[config.mk]
export PLATFORM = sky130hd
export DESIGN_NAME = saa1099_bus_writer_flat
export DESIGN_NICKNAME = d
export VERILOG_FILES = /design/src/rtl/saa1099_bus_writer_pkg.sv /design/src/rtl/saa1099_bus_writer_if.sv /design/src/rtl/saa1099_bus_writer_fifo.sv /design/src/rtl/saa1099_bus_writer.sv /design/src/flat_wrapper.sv
export SDC_FILE = /design/constraint.sdc
export NUM_CORES = 1
export LEC_CHECK = 0
export CAP_MARGIN = 10
export CORE_MARGIN = 10
export CORE_UTILIZATION = 30
export CTS_CLUSTER_DIAMETER = 60
export DETAILED_ROUTE_END_ITERATION = 16
export HOLD_SLACK_MARGIN = 0.08
export MAX_ROUTING_LAYER = met4
export PLACE_DENSITY = 0.58
export SKIP_LAST_GASP = 1
export SYNTH_ARGS = -nofsm -noshare
export SYNTH_HDL_FRONTEND = slang
export SYNTH_SLANG_ARGS = --single-unit
[constraint.sdc]
create_clock -name clk_sys -period 3.47 [get_ports clk_sys]
set_clock_uncertainty 0.15 [all_clocks]
set_input_delay 0.694 -clock clk_sys [delete_from_list [all_inputs] [get_ports clk_sys]]
set_output_delay 0.694 -clock clk_sys [all_outputs]
set_load 0.01 [all_outputs]
[src/rtl/saa1099_bus_writer_pkg.sv]
// saa1099_pkg: shared types, register map and helpers for the SAA1099 bus writer
// Contents:
//   saa_bus_state_t  bus-cycle FSM states
//   saa_phase_t      address or data phase of one request
//   saa_wr_req_t     queued write request (register index + value)
//   SAA_*            SAA1099 register indices
//   max3             largest of three integers, used to size the wait counter
package saa1099_pkg;

    typedef enum logic [1:0] {IDLE, SETUP, STROBE, HOLD} saa_bus_state_t;

    typedef enum logic {PH_ADDR, PH_DATA} saa_phase_t;

    // 'reg' is a keyword, so the register index field is called addr
    typedef struct packed {
        logic [4:0] addr;
        logic [7:0] data;
    } saa_wr_req_t;

    localparam logic [4:0] SAA_AMP0     = 5'h00;
    localparam logic [4:0] SAA_FREQ0    = 5'h08;
    localparam logic [4:0] SAA_OCT10    = 5'h10;
    localparam logic [4:0] SAA_FREQEN   = 5'h14;
    localparam logic [4:0] SAA_NOISEEN  = 5'h15;
    localparam logic [4:0] SAA_NOISEGEN = 5'h16;
    localparam logic [4:0] SAA_ENV0     = 5'h18;
    localparam logic [4:0] SAA_ENV1     = 5'h19;
    localparam logic [4:0] SAA_CTRL     = 5'h1C;

    function automatic int max3(input int a, input int b, input int c);
        return (a > b) ? ((a > c) ? a : c) : ((b > c) ? b : c);
    endfunction

endpackage

[src/rtl/saa1099_bus_writer_if.sv]
// saa1099_bus_writer_if: request stream, status and SAA1099 chip bus of the bus writer
// Signals:
//   req_valid/req_ready/req_reg/req_data  write request stream
//   flush                                 discard queued requests, invalidate address cache
//   busy/level                            writer status and FIFO occupancy
//   cs_n/a0/wr_n/dout                     SAA1099 register port
// Modports: master = request source / bus observer, slave = the writer itself
interface saa1099_bus_writer_if #(
    parameter int FIFO_DEPTH = 8
);

    localparam int LW = $clog2(FIFO_DEPTH) + 1;

    logic          req_valid;
    logic          req_ready;
    logic [4:0]    req_reg;
    logic [7:0]    req_data;
    logic          flush;
    logic          busy;
    logic [LW-1:0] level;
    logic          cs_n;
    logic          a0;
    logic          wr_n;
    logic [7:0]    dout;

    modport master (
        output req_valid, req_reg, req_data, flush,
        input  req_ready, busy, level, cs_n, a0, wr_n, dout
    );

    modport slave (
        input  req_valid, req_reg, req_data, flush,
        output req_ready, busy, level, cs_n, a0, wr_n, dout
    );

endinterface

[src/rtl/saa1099_bus_writer_fifo.sv]
// saa1099_req_fifo: synchronous request FIFO, no same-cycle write-to-read bypass
// Ports:
//   clk_sys, rst_n      clock, synchronous active-low reset
//   i_push, i_din       write an entry (ignored when full)
//   i_pop               drop the head entry (ignored when empty)
//   i_clear             empty the FIFO; overrides push and pop
//   o_dout              head entry
//   o_full, o_empty     occupancy flags
//   o_level             occupancy, 0..DEPTH
module saa1099_req_fifo
    import saa1099_pkg::*;
#(
    parameter int DEPTH = 8
) (
    input  logic                   clk_sys,
    input  logic                   rst_n,
    input  logic                   i_push,
    input  saa_wr_req_t            i_din,
    input  logic                   i_pop,
    input  logic                   i_clear,
    output saa_wr_req_t            o_dout,
    output logic                   o_full,
    output logic                   o_empty,
    output logic [$clog2(DEPTH):0] o_level
);

    localparam int AW = $clog2(DEPTH);

    saa_wr_req_t r_mem [DEPTH];
    logic [AW-1:0] r_wp;
    logic [AW-1:0] r_rp;
    logic [AW:0]   r_level;
    logic          w_push;
    logic          w_pop;

    // full blocks a push even when a pop happens in the same cycle
    assign w_push  = i_push && !o_full;
    assign w_pop   = i_pop && !o_empty;
    assign o_full  = r_level == (AW+1)'(DEPTH);
    assign o_empty = r_level == '0;
    assign o_level = r_level;
    assign o_dout  = r_mem[r_rp];

    always_ff @(posedge clk_sys) begin
        if (w_push && !i_clear) r_mem[r_wp] <= i_din;
    end

    always_ff @(posedge clk_sys) begin
        if (!rst_n || i_clear) begin
            r_wp    <= '0;
            r_rp    <= '0;
            r_level <= '0;
        end else begin
            r_wp    <= w_push ? r_wp + 1'b1 : r_wp;
            r_rp    <= w_pop ? r_rp + 1'b1 : r_rp;
            r_level <= r_level + (AW+1)'(w_push) - (AW+1)'(w_pop);
        end
    end

endmodule

[src/rtl/saa1099_bus_writer.sv]
// saa1099_bus_writer: queues SAA1099 register writes and serialises them onto the chip bus
// Ports:
//   clk_sys  system clock
//   rst_n    synchronous active-low reset, shared with the saa1099
//   bus      slave side of saa1099_bus_writer_if: request stream, flush, busy/level,
//            and the registered chip bus cs_n/a0/wr_n/dout
module saa1099_bus_writer
    import saa1099_pkg::*;
#(
    parameter int FIFO_DEPTH = 8,
    parameter int SETUP_CYC  = 1,
    parameter int WR_LOW_CYC = 2,
    parameter int HOLD_CYC   = 1,
    parameter bit SKIP_ADDR  = 1'b1
) (
    input logic                 clk_sys,
    input logic                 rst_n,
    saa1099_bus_writer_if.slave bus
);

    localparam int LW = $clog2(FIFO_DEPTH) + 1;
    localparam int CW = $clog2(max3(SETUP_CYC, WR_LOW_CYC, HOLD_CYC)) + 1;

    saa_bus_state_t r_state;
    saa_phase_t     r_phase;
    saa_wr_req_t    r_req;
    logic           r_pend;
    logic [CW-1:0]  r_cnt;
    logic [4:0]     r_cache_reg;
    logic           r_cache_vld;
    logic           r_cs_n;
    logic           r_a0;
    logic           r_wr_n;
    logic [7:0]     r_dout;
    saa_wr_req_t    w_head;
    logic           w_full;
    logic           w_empty;
    logic           w_push;
    logic           w_pop;
    logic           w_hit;
    logic [LW-1:0]  w_level;
    logic [CW-1:0]  w_cnt_inc;

    // flush discards a coincident push and keeps the head from being popped
    assign w_push    = bus.req_valid && !w_full && !bus.flush;
    assign w_pop     = r_state == IDLE && !r_pend && !w_empty && !bus.flush;
    assign w_hit     = SKIP_ADDR && r_cache_vld && r_req.addr == r_cache_reg;
    assign w_cnt_inc = (r_cnt == '1) ? r_cnt : r_cnt + 1'b1;

    assign bus.req_ready = !w_full;
    assign bus.busy      = !w_empty || r_pend || r_state != IDLE;
    assign bus.level     = w_level;
    assign bus.cs_n      = r_cs_n;
    assign bus.a0        = r_a0;
    assign bus.wr_n      = r_wr_n;
    assign bus.dout      = r_dout;

    saa1099_req_fifo #(.DEPTH(FIFO_DEPTH)) u_fifo (
        .clk_sys (clk_sys),
        .rst_n   (rst_n),
        .i_push  (w_push),
        .i_din   ('{addr: bus.req_reg, data: bus.req_data}),
        .i_pop   (w_pop),
        .i_clear (bus.flush),
        .o_dout  (w_head),
        .o_full  (w_full),
        .o_empty (w_empty),
        .o_level (w_level)
    );

    // The head is popped into r_req in IDLE and the bus cycle starts on the following edge;
    // a popped request counts as in progress and survives a later flush.
    always_ff @(posedge clk_sys) begin
        if (!rst_n) begin
            r_state     <= IDLE;
            r_phase     <= PH_ADDR;
            r_req       <= '0;
            r_pend      <= 1'b0;
            r_cnt       <= CW'(1);
            r_cache_reg <= '0;
            r_cache_vld <= 1'b0;
            r_cs_n      <= 1'b1;
            r_a0        <= 1'b1;
            r_wr_n      <= 1'b1;
            r_dout      <= '0;
        end else begin
            if (w_pop) begin
                r_req  <= w_head;
                r_pend <= 1'b1;
            end
            case (r_state)
                IDLE: if (r_pend) begin
                    r_state <= SETUP;
                    r_pend  <= 1'b0;
                    r_phase <= w_hit ? PH_DATA : PH_ADDR;
                    r_cs_n  <= 1'b0;
                    r_a0    <= !w_hit;
                    r_dout  <= w_hit ? r_req.data : {3'b000, r_req.addr};
                    r_cnt   <= CW'(1);
                end
                SETUP: if (r_cnt >= CW'(SETUP_CYC)) begin
                    r_state <= STROBE;
                    r_wr_n  <= 1'b0;
                    r_cnt   <= CW'(1);
                end else begin
                    r_cnt <= w_cnt_inc;
                end
                STROBE: if (r_cnt >= CW'(WR_LOW_CYC)) begin
                    r_state <= HOLD;
                    r_wr_n  <= 1'b1;
                    r_cnt   <= CW'(1);
                end else begin
                    r_cnt <= w_cnt_inc;
                end
                HOLD: if (r_cnt < CW'(HOLD_CYC)) begin
                    r_cnt <= w_cnt_inc;
                end else if (r_phase == PH_ADDR) begin
                    // cs_n stays low straight into the data phase
                    r_cache_reg <= r_req.addr;
                    r_cache_vld <= 1'b1;
                    r_phase     <= PH_DATA;
                    r_state     <= SETUP;
                    r_a0        <= 1'b0;
                    r_dout      <= r_req.data;
                    r_cnt       <= CW'(1);
                end else begin
                    r_state <= IDLE;
                    r_cs_n  <= 1'b1;
                    r_a0    <= 1'b1;
                end
                default: r_state <= IDLE;
            endcase
            // placed last so a flush beats a coincident cache fill
            if (bus.flush) r_cache_vld <= 1'b0;
        end
    end

endmodule

[src/flat_wrapper.sv]
// flat-port wrapper written by rule: the top's interface ports become plain ports
module saa1099_bus_writer_flat import saa1099_pkg::*;
#(
    parameter int FIFO_DEPTH = 8,
    parameter int SETUP_CYC  = 1,
    parameter int WR_LOW_CYC = 2,
    parameter int HOLD_CYC   = 1,
    parameter bit SKIP_ADDR  = 1'b1
)
  (clk_sys, rst_n, bus_req_valid, bus_req_reg, bus_req_data, bus_flush, bus_req_ready, bus_busy, bus_level, bus_cs_n, bus_a0, bus_wr_n, bus_dout);
  saa1099_bus_writer_if #(.FIFO_DEPTH(FIFO_DEPTH)) bus_i ();
  input logic clk_sys;
  input logic rst_n;
  input wire logic [$bits(bus_i.req_valid)-1:0] bus_req_valid;
  input wire logic [$bits(bus_i.req_reg)-1:0] bus_req_reg;
  input wire logic [$bits(bus_i.req_data)-1:0] bus_req_data;
  input wire logic [$bits(bus_i.flush)-1:0] bus_flush;
  output wire logic [$bits(bus_i.req_ready)-1:0] bus_req_ready;
  output wire logic [$bits(bus_i.busy)-1:0] bus_busy;
  output wire logic [$bits(bus_i.level)-1:0] bus_level;
  output wire logic [$bits(bus_i.cs_n)-1:0] bus_cs_n;
  output wire logic [$bits(bus_i.a0)-1:0] bus_a0;
  output wire logic [$bits(bus_i.wr_n)-1:0] bus_wr_n;
  output wire logic [$bits(bus_i.dout)-1:0] bus_dout;
  assign bus_i.req_valid = bus_req_valid;
  assign bus_i.req_reg = bus_req_reg;
  assign bus_i.req_data = bus_req_data;
  assign bus_i.flush = bus_flush;
  assign bus_req_ready = bus_i.req_ready;
  assign bus_busy = bus_i.busy;
  assign bus_level = bus_i.level;
  assign bus_cs_n = bus_i.cs_n;
  assign bus_a0 = bus_i.a0;
  assign bus_wr_n = bus_i.wr_n;
  assign bus_dout = bus_i.dout;
  saa1099_bus_writer #(.FIFO_DEPTH(FIFO_DEPTH), .SETUP_CYC(SETUP_CYC), .WR_LOW_CYC(WR_LOW_CYC), .HOLD_CYC(HOLD_CYC), .SKIP_ADDR(SKIP_ADDR)) u_core (.clk_sys(clk_sys), .rst_n(rst_n), .bus(bus_i));
endmodule
==> After elaboration in Yosys (flattened, before gate mapping) <==
Memories as Yosys holds them, arrays and structs flattened. A register that Yosys moved wholly into a read port is not among the register bits.
Cells that the tools add are included.
{ "totals": {"ff_bits": 33, "inputBits": 17, "elab_cells": 107, "memories": 1, "ram_bits": 104} }
{ "memory_table": {"columns": ["name", "depth", "word_bits", "rd", "rd_ports_with_merged_regs", "write_ports", "line_no", "text"], "rows": [
  ["u_core.u_fifo.r_mem", 8, 13, 1, 1, 1, "saa1099_bus_writer_fifo.sv:29", "saa_wr_req_t r_mem [DEPTH];"]
]} }
{ "op_classes": {"muxes": 37, "n_lt_le_gt_ge": 3, "n_reduce_logical": 32, "bitwise_logic": 3, "eq_ne": 13, "addsub": 5} }
{ "op_table": {"columns": ["operator", "count"], "rows": [
  ["$mux W8", 4],
  ["$mux W2", 9],
  ["$mux W1", 17],
  ["$pmux W2 S4", 2],
  ["$pmux W8 S2", 1],
  ["$reduce_and A4 Y1", 3],
  ["$logic_and A1 B1 Y1", 9],
  ["$reduce_and A3 Y1", 3],
  ["$ne A2 B1 Y1 const B", 4],
  ["$pmux W1 S2", 4],
  ["$logic_not A1 Y1", 7],
  ["$add A3 B1 Y3 const B", 2],
  ["$eq A2 B2 Y1 const B", 3],
  ["$reduce_bool A2 Y1", 3],
  ["$eq A5 B5 Y1", 1],
  ["$add A4 B1 Y4", 1],
  ["$eq A4 B4 Y1 const B", 1],
  ["$logic_not A4 Y1", 1],
  ["$ne A2 B2 Y1 const B", 2],
  ["$sub A4 B1 Y4", 1],
  ["$logic_or A1 B1 Y1", 3],
  ["$ne A3 B3 Y1 const B", 1],
  ["$not A1 Y1", 3],
  ["$add A2 B1 Y2 const B", 1],
  ["7 further kinds", 7]
]} }

==> Logic depth before layout (Yosys ltp) <==
{ "logic_depth": {"ltp_word": 8, "mapped_depth": 13} }

==> Modules after synthesis <==
From an unflattened synthesis, not the netlist that was laid out.
{ "hier_totals": {"hier_cells": 418, "hier_area_um2": 6272.3} }
{ "by_module_without_submodules": {"columns": ["mod", "n_inst", "area_each_um2", "cells_per_inst", "seq_area_each_um2"], "rows": [
  ["saa1099_req_fifo", 1, 4682.0, 233, 3383.2],
  ["saa1099_bus_writer", 1, 1590.3, 185, 720.7]
]} }

==> Least setup slack after synthesis <==
Ideal clock, no wire load.
{ "synth_path": {"kind": "reg-to-reg", "from": "register u_core.u_fifo.r_level[2], in the netlist u_core.u_fifo.o_level[2]", "to": "memory u_core.u_fifo.r_mem[0][0] (netlist name) (enable)", "setup_ns": 0.417, "arrival_ns": 2.555, "slack_ns": 0.348, "period_less_slack_ns": 3.122, "path_stages_with_launch": 7, "cell_sequence": "dfxtp_1 -> inv_1 -> ha_1 -> nor3b_1 -> nor3_1 -> inv_1 -> nor4_1"} }
{ "synth_via": {"elab_chain_len": 8} }
{ "synth_rtl": {"columns": ["item", "line_no", "text"], "rows": [
  ["start, declared", "saa1099_bus_writer_fifo.sv:32", "logic [AW:0] r_level;"],
  ["start signal, assigned", "saa1099_bus_writer_fifo.sv:56", "r_level <= r_level + (AW+1)'(w_push) - (AW+1)'(w_pop);"],
  ["$eq A4 B4 Y1 (*)", "saa1099_bus_writer_fifo.sv:39", "assign o_full = r_level == (AW+1)'(DEPTH);"],
  ["$logic_not A1 Y1 (*)", "saa1099_bus_writer_fifo.sv:37, saa1099_bus_writer.sv:45", null],
  ["$logic_and A1 B1 Y1 (2 in a row)", "saa1099_bus_writer.sv:45", "assign w_push = bus.req_valid && !w_full && !bus.flush;"],
  ["$logic_and A1 B1 Y1 (*)", "saa1099_bus_writer_fifo.sv:37", "assign w_push = i_push && !o_full;"],
  ["$logic_and A1 B1 Y1 (*)", "saa1099_bus_writer_fifo.sv:45", "if (w_push && !i_clear) r_mem[r_wp] <= i_din;"],
  ["$mux W1 (*)", "saa1099_bus_writer_fifo.sv:45", null],
  ["$mux W1 (implied by the code) (*)", "saa1099_bus_writer_fifo.sv:45", null],
  ["end, declared", "saa1099_bus_writer_fifo.sv:29", null]
]} }
Mark *: on every way between the ends. The rest lies on a longest branch, timed or not.

==> Final worst setup path <==
{ "layout_path": {"from": "register u_core.r_state[0]", "to": "output port bus_busy"} }
{ "layout_via": {"elab_chain_len": 2} }
{ "layout_rtl": {"columns": ["item", "line_no", "text"], "rows": [
  ["start, declared", "saa1099_bus_writer.sv:24", "saa_bus_state_t r_state;"],
  ["start signal, assigned", "saa1099_bus_writer.sv:75", "r_state <= IDLE;"],
  ["start signal, assigned", "saa1099_bus_writer.sv:93", "r_state <= SETUP;"],
  ["start signal, assigned", "saa1099_bus_writer.sv:102", "r_state <= STROBE;"],
  ["$reduce_bool A2 Y1", "saa1099_bus_writer.sv:51", "assign bus.busy = !w_empty || r_pend || r_state != IDLE;"],
  ["$logic_or A1 B1 Y1", "saa1099_bus_writer.sv:51", null],
  ["end, declared", "flat_wrapper.sv:19", "output wire logic [$bits(bus_i.busy)-1:0] bus_busy;"]
]} }
No other way between the ends.

==> run metrics <==
status=finished clean; Post-DRT Antenna Nets=0; DR WL/cell=16.7 um; final core utilization=37.5%; peak supply drop=between 0.3 and 0.4 mV; Avg Inst Size Synth=15.4 um2; end of the worst register-to-register path=u_core.u_fifo.o_level[2]; Slew Limit Fails=0; CP cell instances=inv_1, ha_1, nor2b_2, nand3_1, clkdlybuf4s50_1; RSZ-0062 raised after global routing=no; CTS sink cnt=150; Yosys Warn Count=0; CP peak stage delay=0.51 ns; WL final=12000 um; htree depth=4; most frequent cells in the layout=edfxtp_1 (104), dfxtp_1 (45), clkdlybuf4s50_1 (33); sequential area share after synthesis=67.3%; post-synthesis cell type count=37; pin count of the biggest net entering global routing=29; share of cells above drive strength 1=18.7%; synthesis-to-layout area growth=22.4%; vias per cell=4.56; number of global-route vias before repair=3497; initial antenna violation count=0; total CTS buffers=17; DP Wirelength=7640 um; Syn Nets=420; Tot GR Track Use=9.80%; Fin. Hold Viols=0; number of buffers added on ports=33; Setup Buffers After CTS=0; CP Launch Type=register; Yosys top cell area share=about half; Slew HR=between 30% and 40%; reg-to-reg slack, setup=0.86 ns; initial DRC count=150; Max Buffers Root-to-Sink=2; Hold WC Path Type=reg2reg; Hold Path End=u_core.bus.dout[7]; hold bufs inserted after CTS=0; setup TNS=0 ns; clock slew at reported path FFs=0.06 ns; DR vias=3263; Largest register FFs=~100; final worst-path cycle share=84.3%; largest reg by FF count=u_core.u_fifo.r_mem; Critical-path top delay cell=clkdlybuf4s50_1; Yosys top cell by area=edfxtp_1; Worst Reg-to-Reg Cells=11; dominant cells by area after synthesis=edfxtp_1 (52%), dfxtp_1 (15%), mux4_2 (9.7%); worst r2r src=u_core.u_fifo.o_level[2]; Cells after Synth=389; PnR worst setup slack=0.546 ns; Initial Util=30.7%; max_cap viols=0; TritonCTS clock tree=yes; Overall Power=roughly 4.9 mW; IO Pins=34; row cnt=51; pwr/cell area=669 nW/um2; first-pass GRT wire length=19100 um; crit path kind=reg2out; die height=around 160 um; Highest Clock Rate=~0.34 GHz; Worst Hold Depth=2; Crit path required time=approximately 2.6 ns; Pre-antenna DRT Iters=4; synthesized area=6010 um2; Period minus WS final=2.92 ns; Worst-Skew Late Latency=0.42 ns; Synth Register Bits=150; Setup crit end kind=output pin; core area=about 20000 um2; global route overflow=0; pre-CTS worst setup slack=roughly 0.37 ns; hold path startpoint=u_core.bus.dout[7]; die area=26100 um2; chip width=162 um; CTS resizes=0; CP max FO=5; Placer Congestion=0.757; Final Setup Violations=0; CTS Root Cell=clkbuf_16; DRC errors left=0; leakage power total=2.38 nW; Slew @ Worst Pin=around 0.99 ns; most common cell after layout, fill and taps aside=edfxtp_1; worst path arrival time=2.08 ns; Final #Nets=roughly 470
[how the worst max path moves through the flow]
stage,start,endpoint,slack [ns],cells past startpoint
2_1_floorplan,u_core.u_fifo.o_level[2],u_core.u_fifo.r_mem[0][0],0.35,6
3_3_place_gp,bus_req_valid,u_core.u_fifo.o_level[2],0.50,10
3_5_place_dp,bus_req_valid,u_core.u_fifo.o_level[2],0.37,10
4_1_cts,u_core.r_state[0],bus_busy,0.53,5
5_1_grt,u_core.r_state[0],bus_busy,0.42,5
6_report,u_core.r_state[0],bus_busy,0.55,5
[synth_stat cells]
| library cell | count |
|---|---|
| nand2_1 | 15 |
| a21o_1 | 1 |
| o211ai_1 | 2 |
| fa_1 | 1 |
| inv_1 | 15 |
| nor2_2 | 2 |
| edfxtp_1 | 104 |
| o21ai_0 | 22 |
| buf_6 | 3 |
| a21oi_2 | 1 |
| o2bb2ai_1 | 1 |
| nor3_1 | 6 |
| mux2i_1 | 25 |
| nand3_1 | 5 |
| a31oi_1 | 1 |
| xor2_1 | 2 |
| clkbuf_2 | 1 |
| nor2b_2 | 1 |
| mux4_2 | 26 |
| buf_4 | 2 |
| nor2_1 | 26 |
| dfxtp_1 | 46 |
| o21bai_1 | 2 |
| buf_2 | 6 |
| a2111oi_0 | 1 |
| nand2b_1 | 6 |
| and2_4 | 1 |
| xnor2_1 | 9 |
| ha_1 | 13 |
| nor3b_1 | 1 |
| and4b_1 | 1 |
| a211oi_1 | 2 |
| nor4_1 | 2 |
| a21oi_1 | 28 |
| a211oi_4 | 1 |
| nand3_2 | 3 |
| clkbuf_1 | 5 |
[routing by layer]
metal	share of wire [%]	vias up	GRT usage (%)
met3	4.7	12	3.13
li1	-	1573	-
met4	1.1	0	3.35
met5	0	-	-
met2	49	63	15.7
met1	45	1615	11.4
[critical path, delay by kind of cell (launching register included)]
| kind | cells | cell delay (ns) |
|---|---|---|
| simple gates | 2 | 0.46 |
| buf+inv | 2 | 0.65 |
| flops | 1 | 0.35 |
| fa+ha+maj | 1 | 0.21 |
[final cells by class]
type	instances	area [um2]
inverters	15	56.3
clock buffers	18	429
fillers	1851	12200
well taps	265	332
flip-flops and latches	150	4050
clock inverters	13	205
repair buffers	47	448
multi-input cells	207	1840
diodes	1	2.50
[report_power, final]
part	switching, mW	internal (mW)
sequential	0.0993	2.03
combinational	0.429	0.392
clock	0.703	1.27
total	1.23	3.69
[logic make-up after synthesis]
family / Yosys count / share of synthesized area [%]
flip-flops: 150 / 67.3
AND/OR/NAND/NOR: 69 / 5.60
AO/OA/AOI/OAI: 62 / 5.91
multiplexers: 51 / 13.9
buffers and inverters: 32 / 2.64
adder cells (fa/ha/maj): 14 / 3.04
XOR/XNOR: 11 / 1.60
[through the flow]
stage,std cells,hold slack (ns),cell area [um2]
5_1_grt,715,0.325,7350
4_1_cts,715,0.306,7350
3_3_place_gp,684,0.298,6720
2_1_floorplan,389,0.286,6010
3_5_place_dp,684,0.297,6720
6_report,716,0.304,7360
Note: power is estimated with default switching activity, not from simulation.
